$ cat src/rtl/pc_tx_stream_pkg.sv
// Shared definitions for the PC-bound UART transmitter: FSM state encodings,
// frame lengths and the even-parity helper used by the serialiser.
package pc_tx_stream_pkg;

    typedef logic [2:0] tx_state_t;

    localparam logic [2:0] ST_IDLE   = 3'd0;
    localparam logic [2:0] ST_LOAD   = 3'd1;
    localparam logic [2:0] ST_START  = 3'd2;
    localparam logic [2:0] ST_DATA   = 3'd3;
    localparam logic [2:0] ST_PARITY = 3'd4;
    localparam logic [2:0] ST_STOP   = 3'd5;

    localparam int FRAME_BITS_8N1 = 10;
    localparam int FRAME_BITS_8E1 = 11;

    function automatic logic even_parity(input logic [7:0] data_byte);
        return ^data_byte;
    endfunction

endpackage

$ cat src/rtl/pc_tx_stream_if.sv
// Word-write handshake between the DataRouter (master) and the PC transmitter (slave).
interface pc_tx_stream_if #(
    parameter int WORD_BYTES = 4
) ();
    logic [8*WORD_BYTES-1:0] wr_data;
    logic                    wr_valid;
    logic                    wr_ready;
    logic                    drop;

    modport master (output wr_data, output wr_valid, input wr_ready, input drop);
    modport slave  (input wr_data, input wr_valid, output wr_ready, output drop);
endinterface

$ cat src/rtl/pc_tx_word_fifo.sv
// Word FIFO for the PC transmitter: registered storage and pointers, exact level
// counter, registered full flag, asynchronous clear.
module pc_tx_word_fifo #(
    parameter int WIDTH = 32,
    parameter int DEPTH = 16
) (
    input  logic                     i_clock,
    input  logic                     i_reset,
    input  logic                     wr_en,
    input  logic [WIDTH-1:0]         wr_data,
    input  logic                     rd_en,
    output logic [WIDTH-1:0]         rd_data,
    output logic                     full,
    output logic                     empty,
    output logic [$clog2(DEPTH):0]   level
);
    localparam int AW = $clog2(DEPTH);
    localparam logic [AW:0]   LVL_ONE  = (AW+1)'(1);
    localparam logic [AW:0]   LVL_FULL = (AW+1)'(DEPTH);
    localparam logic [AW-1:0] PTR_ONE  = AW'(1);

    logic [WIDTH-1:0] mem_r [DEPTH];
    logic [AW-1:0]    wr_ptr_r;
    logic [AW-1:0]    rd_ptr_r;
    logic [AW:0]      level_r;
    logic [AW:0]      level_n_s;
    logic             full_r;
    logic             push_s;
    logic             pop_s;

    // Full is the registered flag, so a same-cycle pop never admits a write.
    assign push_s = wr_en && !full_r;
    assign pop_s  = rd_en && (level_r != '0);

    // Next level: simultaneous push and pop leaves it unchanged.
    always_comb begin
        level_n_s = level_r;
        if (push_s && !pop_s) begin
            level_n_s = level_r + LVL_ONE;
        end else if (pop_s && !push_s) begin
            level_n_s = level_r - LVL_ONE;
        end else begin
            level_n_s = level_r;
        end
    end

    // Storage write port.
    always_ff @(posedge i_clock) begin
        if (push_s) begin
            mem_r[wr_ptr_r] <= wr_data;
        end
    end

    // Pointers, level and full flag.
    always_ff @(posedge i_clock or posedge i_reset) begin
        if (i_reset) begin
            wr_ptr_r <= '0;
            rd_ptr_r <= '0;
            level_r  <= '0;
            full_r   <= 1'b0;
        end else begin
            if (push_s) begin
                wr_ptr_r <= wr_ptr_r + PTR_ONE;
            end
            if (pop_s) begin
                rd_ptr_r <= rd_ptr_r + PTR_ONE;
            end
            level_r <= level_n_s;
            full_r  <= (level_n_s == LVL_FULL);
        end
    end

    assign rd_data = mem_r[rd_ptr_r];
    assign full    = full_r;
    assign empty   = (level_r == '0);
    assign level   = level_r;

endmodule

$ cat src/rtl/pc_tx_stream.sv
// PC-bound UART transmitter: queues words, splits them into bytes and sends 8N1.
// Define PC_TX_PARITY_EN for 8E1 frames (even parity bit after the data bits).
module pc_tx_stream
    import pc_tx_stream_pkg::*;
#(
    parameter int WORD_BYTES   = 4,
    parameter int FIFO_DEPTH   = 16,
    parameter int CLKS_PER_BIT = 435,
    parameter int MSB_FIRST    = 1
) (
    input  logic                          i_clock,
    input  logic                          i_reset,
    pc_tx_stream_if.slave                 wr,
    output logic [$clog2(FIFO_DEPTH):0]   o_fifo_level,
    output logic                          o_tx_active,
    output logic                          o_word_done,
    output logic                          o_uart_tx
);
    localparam int WW = 8 * WORD_BYTES;
    localparam int BW = $clog2(CLKS_PER_BIT);
    localparam int IW = (WORD_BYTES > 1) ? $clog2(WORD_BYTES) : 1;

    localparam logic [BW-1:0] BAUD_LAST = BW'(CLKS_PER_BIT - 1);
    localparam logic [BW-1:0] BAUD_PRE  = BW'(CLKS_PER_BIT - 2);
    localparam logic [BW-1:0] BAUD_ONE  = BW'(1);
    localparam logic [IW-1:0] BYTE_LAST = IW'(WORD_BYTES - 1);
    localparam logic [IW-1:0] BYTE_ONE  = IW'(1);
    localparam logic [2:0]    BIT_LAST  = 3'd7;
    localparam logic [2:0]    BIT_ONE   = 3'd1;

    tx_state_t          state_r, state_n;
    logic [BW-1:0]      baud_r, baud_n;
    logic [2:0]         bit_idx_r, bit_idx_n;
    logic [IW-1:0]      byte_idx_r, byte_idx_n;
    logic [WW-1:0]      word_r, word_n;
    logic [7:0]         byte_r, byte_n;
    logic               tx_r, tx_n;
    logic               word_done_r, word_done_n;
    logic               active_r, active_n;
    logic               drop_r;

    logic [WW-1:0]      fifo_rd_data_s;
    logic               fifo_full_s;
    logic               fifo_empty_s;
    logic               push_s;
    logic               pop_s;
    logic               avail_s;
    logic               baud_end_s;

    function automatic logic [7:0] first_byte(input logic [WW-1:0] w);
        if (MSB_FIRST != 0) begin
            return w[WW-1 -: 8];
        end else begin
            return w[7:0];
        end
    endfunction

    function automatic logic [WW-1:0] shift_word(input logic [WW-1:0] w);
        if (MSB_FIRST != 0) begin
            return w << 4'd8;
        end else begin
            return w >> 4'd8;
        end
    endfunction

    pc_tx_word_fifo #(
        .WIDTH (WW),
        .DEPTH (FIFO_DEPTH)
    ) u_fifo (
        .i_clock (i_clock),
        .i_reset (i_reset),
        .wr_en   (wr.wr_valid),
        .wr_data (wr.wr_data),
        .rd_en   (pop_s),
        .rd_data (fifo_rd_data_s),
        .full    (fifo_full_s),
        .empty   (fifo_empty_s),
        .level   (o_fifo_level)
    );

    // A word being written this cycle counts as available, so an idle block
    // reaches LOAD one cycle after the write and the start bit one cycle later.
    assign push_s     = wr.wr_valid && !fifo_full_s;
    assign pop_s      = (state_r == ST_LOAD);
    assign avail_s    = !fifo_empty_s || push_s;
    assign baud_end_s = (baud_r == BAUD_LAST);

    // Next-state and next-bit logic; tx_n is the level of the bit being entered.
    always_comb begin
        state_n    = state_r;
        baud_n     = baud_r;
        bit_idx_n  = bit_idx_r;
        byte_idx_n = byte_idx_r;
        word_n     = word_r;
        byte_n     = byte_r;
        tx_n       = tx_r;
        case (state_r)
            ST_IDLE: begin
                tx_n = 1'b1;
                if (avail_s) begin
                    state_n = ST_LOAD;
                end else begin
                    state_n = ST_IDLE;
                end
            end
            ST_LOAD: begin
                state_n    = ST_START;
                tx_n       = 1'b0;
                baud_n     = '0;
                byte_idx_n = '0;
                byte_n     = first_byte(fifo_rd_data_s);
                word_n     = shift_word(fifo_rd_data_s);
            end
            ST_START: begin
                if (baud_end_s) begin
                    state_n   = ST_DATA;
                    baud_n    = '0;
                    bit_idx_n = 3'd0;
                    tx_n      = byte_r[0];
                end else begin
                    baud_n = baud_r + BAUD_ONE;
                end
            end
            ST_DATA: begin
                if (baud_end_s) begin
                    baud_n = '0;
                    if (bit_idx_r == BIT_LAST) begin
`ifdef PC_TX_PARITY_EN
                        state_n = ST_PARITY;
                        tx_n    = even_parity(byte_r);
`else
                        state_n = ST_STOP;
                        tx_n    = 1'b1;
`endif
                    end else begin
                        bit_idx_n = bit_idx_r + BIT_ONE;
                        tx_n      = byte_r[bit_idx_r + BIT_ONE];
                    end
                end else begin
                    baud_n = baud_r + BAUD_ONE;
                end
            end
            // Only reachable in 8E1 builds.
            ST_PARITY: begin
                if (baud_end_s) begin
                    state_n = ST_STOP;
                    baud_n  = '0;
                    tx_n    = 1'b1;
                end else begin
                    baud_n = baud_r + BAUD_ONE;
                end
            end
            ST_STOP: begin
                if (baud_end_s) begin
                    baud_n = '0;
                    if (byte_idx_r != BYTE_LAST) begin
                        state_n    = ST_START;
                        tx_n       = 1'b0;
                        byte_idx_n = byte_idx_r + BYTE_ONE;
                        byte_n     = first_byte(word_r);
                        word_n     = shift_word(word_r);
                    end else if (avail_s) begin
                        state_n = ST_LOAD;
                        tx_n    = 1'b1;
                    end else begin
                        state_n = ST_IDLE;
                        tx_n    = 1'b1;
                    end
                end else begin
                    baud_n = baud_r + BAUD_ONE;
                end
            end
            default: begin
                state_n = ST_IDLE;
                baud_n  = '0;
                tx_n    = 1'b1;
            end
        endcase
        word_done_n = (state_r == ST_STOP) && (baud_r == BAUD_PRE) && (byte_idx_r == BYTE_LAST);
        active_n    = (state_n != ST_IDLE) || avail_s;
    end

    // Serialiser state and registered status outputs.
    always_ff @(posedge i_clock or posedge i_reset) begin
        if (i_reset) begin
            state_r     <= ST_IDLE;
            baud_r      <= '0;
            bit_idx_r   <= 3'd0;
            byte_idx_r  <= '0;
            word_r      <= '0;
            byte_r      <= 8'd0;
            tx_r        <= 1'b1;
            word_done_r <= 1'b0;
            active_r    <= 1'b0;
            drop_r      <= 1'b0;
        end else begin
            state_r     <= state_n;
            baud_r      <= baud_n;
            bit_idx_r   <= bit_idx_n;
            byte_idx_r  <= byte_idx_n;
            word_r      <= word_n;
            byte_r      <= byte_n;
            tx_r        <= tx_n;
            word_done_r <= word_done_n;
            active_r    <= active_n;
            drop_r      <= wr.wr_valid && fifo_full_s;
        end
    end

    assign wr.wr_ready = !fifo_full_s;
    assign wr.drop     = drop_r;
    assign o_uart_tx   = tx_r;
    assign o_word_done = word_done_r;
    assign o_tx_active = active_r;

endmodule

$ cat src/flat_wrapper.sv
// flat-port wrapper written by rule: the top's interface ports become plain ports
module pc_tx_stream_flat import pc_tx_stream_pkg::*;
#(
    parameter int WORD_BYTES   = 4,
    parameter int FIFO_DEPTH   = 16,
    parameter int CLKS_PER_BIT = 435,
    parameter int MSB_FIRST    = 1
)
  (i_clock, i_reset, o_fifo_level, o_tx_active, o_word_done, o_uart_tx, wr_wr_data, wr_wr_valid, wr_wr_ready, wr_drop);
  pc_tx_stream_if #(.WORD_BYTES(WORD_BYTES)) wr_i ();
  input  logic i_clock;
  input  logic i_reset;
  output logic [$clog2(FIFO_DEPTH):0] o_fifo_level;
  output logic o_tx_active;
  output logic o_word_done;
  output logic o_uart_tx;
  input wire logic [$bits(wr_i.wr_data)-1:0] wr_wr_data;
  input wire logic [$bits(wr_i.wr_valid)-1:0] wr_wr_valid;
  output wire logic [$bits(wr_i.wr_ready)-1:0] wr_wr_ready;
  output wire logic [$bits(wr_i.drop)-1:0] wr_drop;
  assign wr_i.wr_data = wr_wr_data;
  assign wr_i.wr_valid = wr_wr_valid;
  assign wr_wr_ready = wr_i.wr_ready;
  assign wr_drop = wr_i.drop;
  pc_tx_stream #(.WORD_BYTES(WORD_BYTES), .FIFO_DEPTH(FIFO_DEPTH), .CLKS_PER_BIT(CLKS_PER_BIT), .MSB_FIRST(MSB_FIRST)) u_core (.i_clock(i_clock), .i_reset(i_reset), .wr(wr_i), .o_fifo_level(o_fifo_level), .o_tx_active(o_tx_active), .o_word_done(o_word_done), .o_uart_tx(o_uart_tx));
endmodule
$ cat config.mk
export PLATFORM = sky130hd
export DESIGN_NAME = pc_tx_stream_flat
export DESIGN_NICKNAME = d
export VERILOG_FILES = /design/src/rtl/pc_tx_stream_pkg.sv /design/src/rtl/pc_tx_stream_if.sv /design/src/rtl/pc_tx_word_fifo.sv /design/src/rtl/pc_tx_stream.sv /design/src/flat_wrapper.sv
export SDC_FILE = /design/constraint.sdc
export NUM_CORES = 1
export LEC_CHECK = 0
export ABC_CLOCK_PERIOD_IN_PS = 3250
export BUFFER_PORTS_ARGS = -buffer_cell sky130_fd_sc_hd__buf_2
export CAP_MARGIN = 10
export CORE_ASPECT_RATIO = 1.25
export CORE_UTILIZATION = 35
export CTS_CLUSTER_DIAMETER = 150
export DETAILED_ROUTE_END_ITERATION = 8
export PLACE_DENSITY_LB_ADDON = 0.3
export SYNTH_ARGS = -nofsm -noshare
export SYNTH_HDL_FRONTEND = slang
export SYNTH_HIERARCHICAL = 1
export SYNTH_SLANG_ARGS = --single-unit
$ cat constraint.sdc
create_clock -name i_clock -period 3.25 [get_ports i_clock]
set_input_delay 0.65 -clock i_clock [delete_from_list [all_inputs] [get_ports i_clock]]
set_output_delay 0.65 -clock i_clock [all_outputs]
set_load 0.02 [all_outputs]
== Word level (Yosys, flattened, before mapping) ==
Memory sizes are Yosys's and may differ from the RTL's.
Index checks and enable logic that the tools add are counted.
Word-level totals
  flip-flop bits (word level): 75
  RAM bits: 512
  input bits: 35
  output and inout port bits: 10
  logic and storage cells: 99
  memories: 1
Memories
  u_core.u_fifo.mem_r: words 16, bits a word 32, rd ports 1, clocked after memory_dff 0, wr ports 1, line pc_tx_word_fifo.sv:22  | logic [WIDTH-1:0] mem_r [DEPTH];
Cells by class
  $add $sub $neg: 7
  magnitude comparators: 1
  equal/unequal tests: 17
  muxes and demuxes: 36
  reductions and logical operators: 23
Operators by type and width (number)
  $mux W32: 2
  $pmux W32 S2: 1
  $mux W3: 9
  $eq A9 B9 Y1 const B: 2
  $pmux W3 S6: 1
  $pmux W9 S2: 1
  $mux W8: 2
  $pmux W8 S2: 1
  $mux W1: 10
  $mux W5: 2
  $ne A2 B1 Y1 const B: 5
  $add A9 B1 Y9 const B: 1
  $eq A3 B3 Y1 const B: 3
  $mux W9: 1
  $add A4 B1 Y4 const B: 2
  $reduce_and A4 Y1: 2
  $logic_and A1 B1 Y1: 7
  $eq A3 B2 Y1 const B: 2
  $pmux W3 S2: 1
  $add A5 B1 Y5 const B: 1
  $eq A5 B5 Y1 const B: 1
  $logic_not A5 Y1: 1
  $pmux W1 S5: 1
  $reduce_bool A5 Y1: 1
  17 further kinds: 24

== Depth between registers and ports, before layout ==
  depth in word-level cells: 9
  gate-level depth with buffers: 9
  depth with buffers taken out: 8

== By module ==
The synthesis kept the hierarchy.
Modules (own cells, without submodules)
  pc_tx_word_fifo: instances 1, cells an instance 803, area each 20041.7 µm², sequential area each 15725.1 µm²
  pc_tx_stream: instances 1, cells an instance 249, area each 2560.0 µm², sequential area each 1327.5 µm²

== Worst setup path before layout ==
OpenSTA, ideal clock, no wires.
  path type: input to register
  start: in wr_wr_valid
  end: mem u_core.u_fifo.mem_r[4][0], enable pin
  setup time: 392 ps
  data arrival time: 2226 ps
  data required time: 2858 ps
  path slack: 632 ps
  stages: 5
  path buffers: 1
  cells stage by stage: nor2b_1 -> clkbuf_1 -> nand2_1 -> nor2_1 -> and2_1
Between the ends
  cells in the longest elaborated chain, start to end: 3
Ends and longest elaborated chain
  start: declaration: line flat_wrapper.sv:18  | input wire logic [$bits(wr_i.wr_valid)-1:0] wr_wr_valid;
  $logic_and A1 B1 Y1: line pc_tx_word_fifo.sv:32  | assign push_s = wr_en && !full_r;
  $mux W1: line pc_tx_word_fifo.sv:49  | if (push_s) begin
  $mux W1 (not written as such): line pc_tx_word_fifo.sv:50  | mem_r[wr_ptr_r] <= wr_data;
  end: declaration: line pc_tx_word_fifo.sv:22
No other way between the ends.

== Worst setup path in the final report ==
  start: reg u_core.u_fifo.rd_ptr_r[0]
  end: reg u_core.byte_r[6]
Between the ends
  cells in the longest elaborated chain, start to end: 2
Ends and longest elaborated chain
  start: declaration: line pc_tx_word_fifo.sv:24  | logic [AW-1:0] rd_ptr_r;
  start signal: assignment: line pc_tx_word_fifo.sv:66  | rd_ptr_r <= rd_ptr_r + PTR_ONE;
  $mem_v2 Z16 W32
  net u_core.fifo_rd_data_s[30]: line pc_tx_stream.sv:42  | logic [WW-1:0] fifo_rd_data_s;
  $pmux W8 S2: line pc_tx_stream.sv:97  | case (state_r)
  end signal: assignment: line pc_tx_stream.sv:202  | byte_r <= byte_n;
  end: declaration: line pc_tx_stream.sv:36  | logic [7:0] byte_r, byte_n;
The timed path passes the listed nets, and every way through them passes these cells.
A chain may end at the register's enable or synchronous reset.

==> out/qor.yml <==
status: "complete, no violations"
path_buf_inv: 2
synth_area_per_cell_um2: 21.5
p_seq_frac: 0.530
overflow: 0
swShare: 0.225
synth.distinct_cells: 48
root_buffer: "clkbuf_16"
start_util: 0.356
insertion_delay_ns: 0.60
wl_um: 50700
grt_max_degree: 76
yosys-top-cells-area: "edfxtp_1 68%, mux4_2 16%, dfrtp_1 7.3%"
final_cells: 2023
synthToLayoutAreaGrowth_pct: 15.4
internal_power_mw: 13.2
yosys_warnings: 6
antenna_cells: 0
setup_viol: 0
slew-limit-headroom: 0.462
layout_commonest_cell: "edfxtp_1"
dp.cells: 1921
synth_fp_nets: 1100
cpMaxStageDelayCell: "dfrtp_4"
rsz0062_at_grt: "false"
clockPowerShare: 0.382
cts_resized: 0
clock_sinks: 579
synthArstFlopShare: 0.116
p_leak_nw: 8.49
die_w_um: 229
place_area_mm2: 0.0243
cp.required_ns: 3.69
post_cts_buffers: 0
utilization: 0.411
dr_total_vias: 10500
ctsHoldBuffers: 0
period_share: 0.813
tns_ns: 0
cpPeakStageDelay_ns: 0.59
synth-edff-count: 512
skew_ns: 0.0169
endpoint_kind: "flop"
ys_ff_latch: 579
io_buffers: 44
drive_above_1_share: 0.298
antenna_left: 0
design_power_total_mw: 17.0
hold_class: "in -> async"
synth_top_area_cell: "edfxtp_1"
cp-start-kind: "flop"
p_sw_mw: 3.83
syn-instance-count: 1052
core_area_mm2: 0.0635
hold_viol_final: 0
clk_pin_slew_ns: 0.07
viasPerCell: 5.20
drt_iter0_drc: 821
slew_viol_final: 0
grt_pass1_wl_um: 76000
fin_crit_ns: 2.64
wl_per_cell_um: 25.1
grt_util_all_layers: 0.158
cts_made_buffers: 55
p_per_area_mw_per_mm2: 651
crit_chain: "buf_12 -> buf_12 -> mux4_2 -> mux4_2 -> mux2i_1 -> o21ai_0"
ir_worst_vdd_v: 0.000358
layout_common_cells: "512 x edfxtp_1, 162 x mux4_2, 61 x dfrtp_1"
synth_area_mm2: 0.0226
combinationalPowerShare: 0.087
ys.flop_type: "edfxtp_1"
place_congestion: 0.738
stdcell_area_mm2: 0.0261
yosysTopAreaCellShare: 0.680
crit_family: "multiplexers"
crit_type: "reg -> reg"
drc: 0
dr.pass1.iters: 5
arrival_ns: 3.08
fp.dieH_um: 286
antenna_found_initial: 0
clk_path_buf_depth: 3
fin_nets: 1186
tightest_slew_ns: 0.805
cts_tree: "yes"
cap_violations: 0
seq_area_frac_synth: 0.754
pin_count: 45
die_area_mm2: 0.0656
htreeDepth: 2
critPathMaxFanout: 22
hpwl_um: 29200
rows: 103
grt_pass1_vias: 11100
fmax_mhz: 379
-- path summary, 6_finish.rpt --
check,startpoint,to,slack (ns),depth (start not counted)
min,i_reset,u_core/u_fifo/full$_DFF_PP0_,0.12,2
max reg2reg,u_core/u_fifo/rd_ptr_r[0]$_DFFE_PP0P_,u_core/byte_r[6]$_DFFE_PP0P_,0.61,6
min reg2reg,u_core/byte_r[6]$_DFFE_PP0P_,u_core/byte_r[6]$_DFFE_PP0P_,0.48,2
min in group i_clock,wr_wr_valid,u_core/wr.drop$_DFF_PP0_,0.29,3
max,u_core/u_fifo/rd_ptr_r[0]$_DFFE_PP0P_,u_core/byte_r[6]$_DFFE_PP0P_,0.61,6
max in group asynchronous,i_reset,u_core/o_uart_tx$_DFFE_PP1P_,2.20,3
-- per-layer routing --
layer / wire [um] / GRT usage / share of wire / vias up
met2: 26700 / 0.278 / 0.53 / 196
met4: 833 / 0.0383 / 0.016 / 0
met1: 21400 / 0.207 / 0.42 / 5762
met5: 0 / 0 / 0 / -
met3: 1830 / 0.0224 / 0.036 / 58
li1: - / - / - / 4510
-- power groups by stage --
stage | Combinational, mW | Sequential, mW | Clock [mW]
2_1_floorplan | 0.752 | 9.16 | 0
3_3_place_gp | 1.49 | 9.14 | 0
3_5_place_dp | 1.51 | 9.17 | 0
4_1_cts | 1.52 | 9.02 | 6.65
5_1_grt | 1.58 | 9.06 | 6.94
6_report | 1.48 | 9.01 | 6.50
-- synthesized netlist by cell type, types with 2 or more instances --
cell type,number
nand2_1,47
nor2b_1,2
o21ai_0,24
a21oi_1,5
nor2_1,16
clkbuf_1,22
nor3_1,6
xnor2_1,14
xor2_1,3
or3_1,4
buf_1,5
o21ai_1,11
and3_1,2
nand3_1,5
and2_1,18
mux2i_1,26
o22ai_1,3
nand2b_1,3
nor4_1,2
dfrtp_1,66
a31oi_1,3
mux4_2,162
ha_1,13
nand4_1,8
buf_2,22
inv_1,19
a22o_1,9
edfxtp_1,512
-- per-stage QoR --
stage / hold WS (ns) / setup WS, ns
3_3_place_gp: 0.454 / 0.594
3_5_place_dp: 0.471 / 0.577
4_1_cts: 0.0902 / 0.562
2_1_floorplan: 0.443 / 0.632
6_report: 0.122 / 0.609
5_1_grt: 0.147 / 0.478
-- kinds of logic after synthesis --
family,synth area share
adder cells (fa/ha/maj),0.00764
XOR/XNOR,0.00659
multiplexers,0.173
AO/OA/AOI/OAI,0.0179
AND/OR/NAND/NOR,0.0271
flip-flops,0.754
buffers and inverters,0.0133
-- registers in the layout (all words and copies together) (netlist names) --
name,count
u_core/u_fifo/wr_ptr_r,4
u_core/o_tx_active,1
u_core/state_r,3
u_core/o_word_done,1
u_core/u_fifo/mem_r,512
u_core/word_r,24
u_core/byte_r,8
u_core/byte_idx_r,2
u_core/u_fifo/rd_ptr_r,4
u_core/o_uart_tx,1
u_core/baud_r,9
u_core/u_fifo/full,1
u_core/bit_idx_r,3
u_core/u_fifo/level,5
u_core/wr.drop,1
-- area by class of cell --
type / instances / area, um^2
timing repair buffer: 80 / 803
sequential: 579 / 17100
inverter: 19 / 71.3
fill: 5508 / 37400
clock inverter: 21 / 255
multi-input combinational: 403 / 5270
tap: 840 / 1050
clock buffer: 81 / 1580
(Power assumes the default switching activity.)
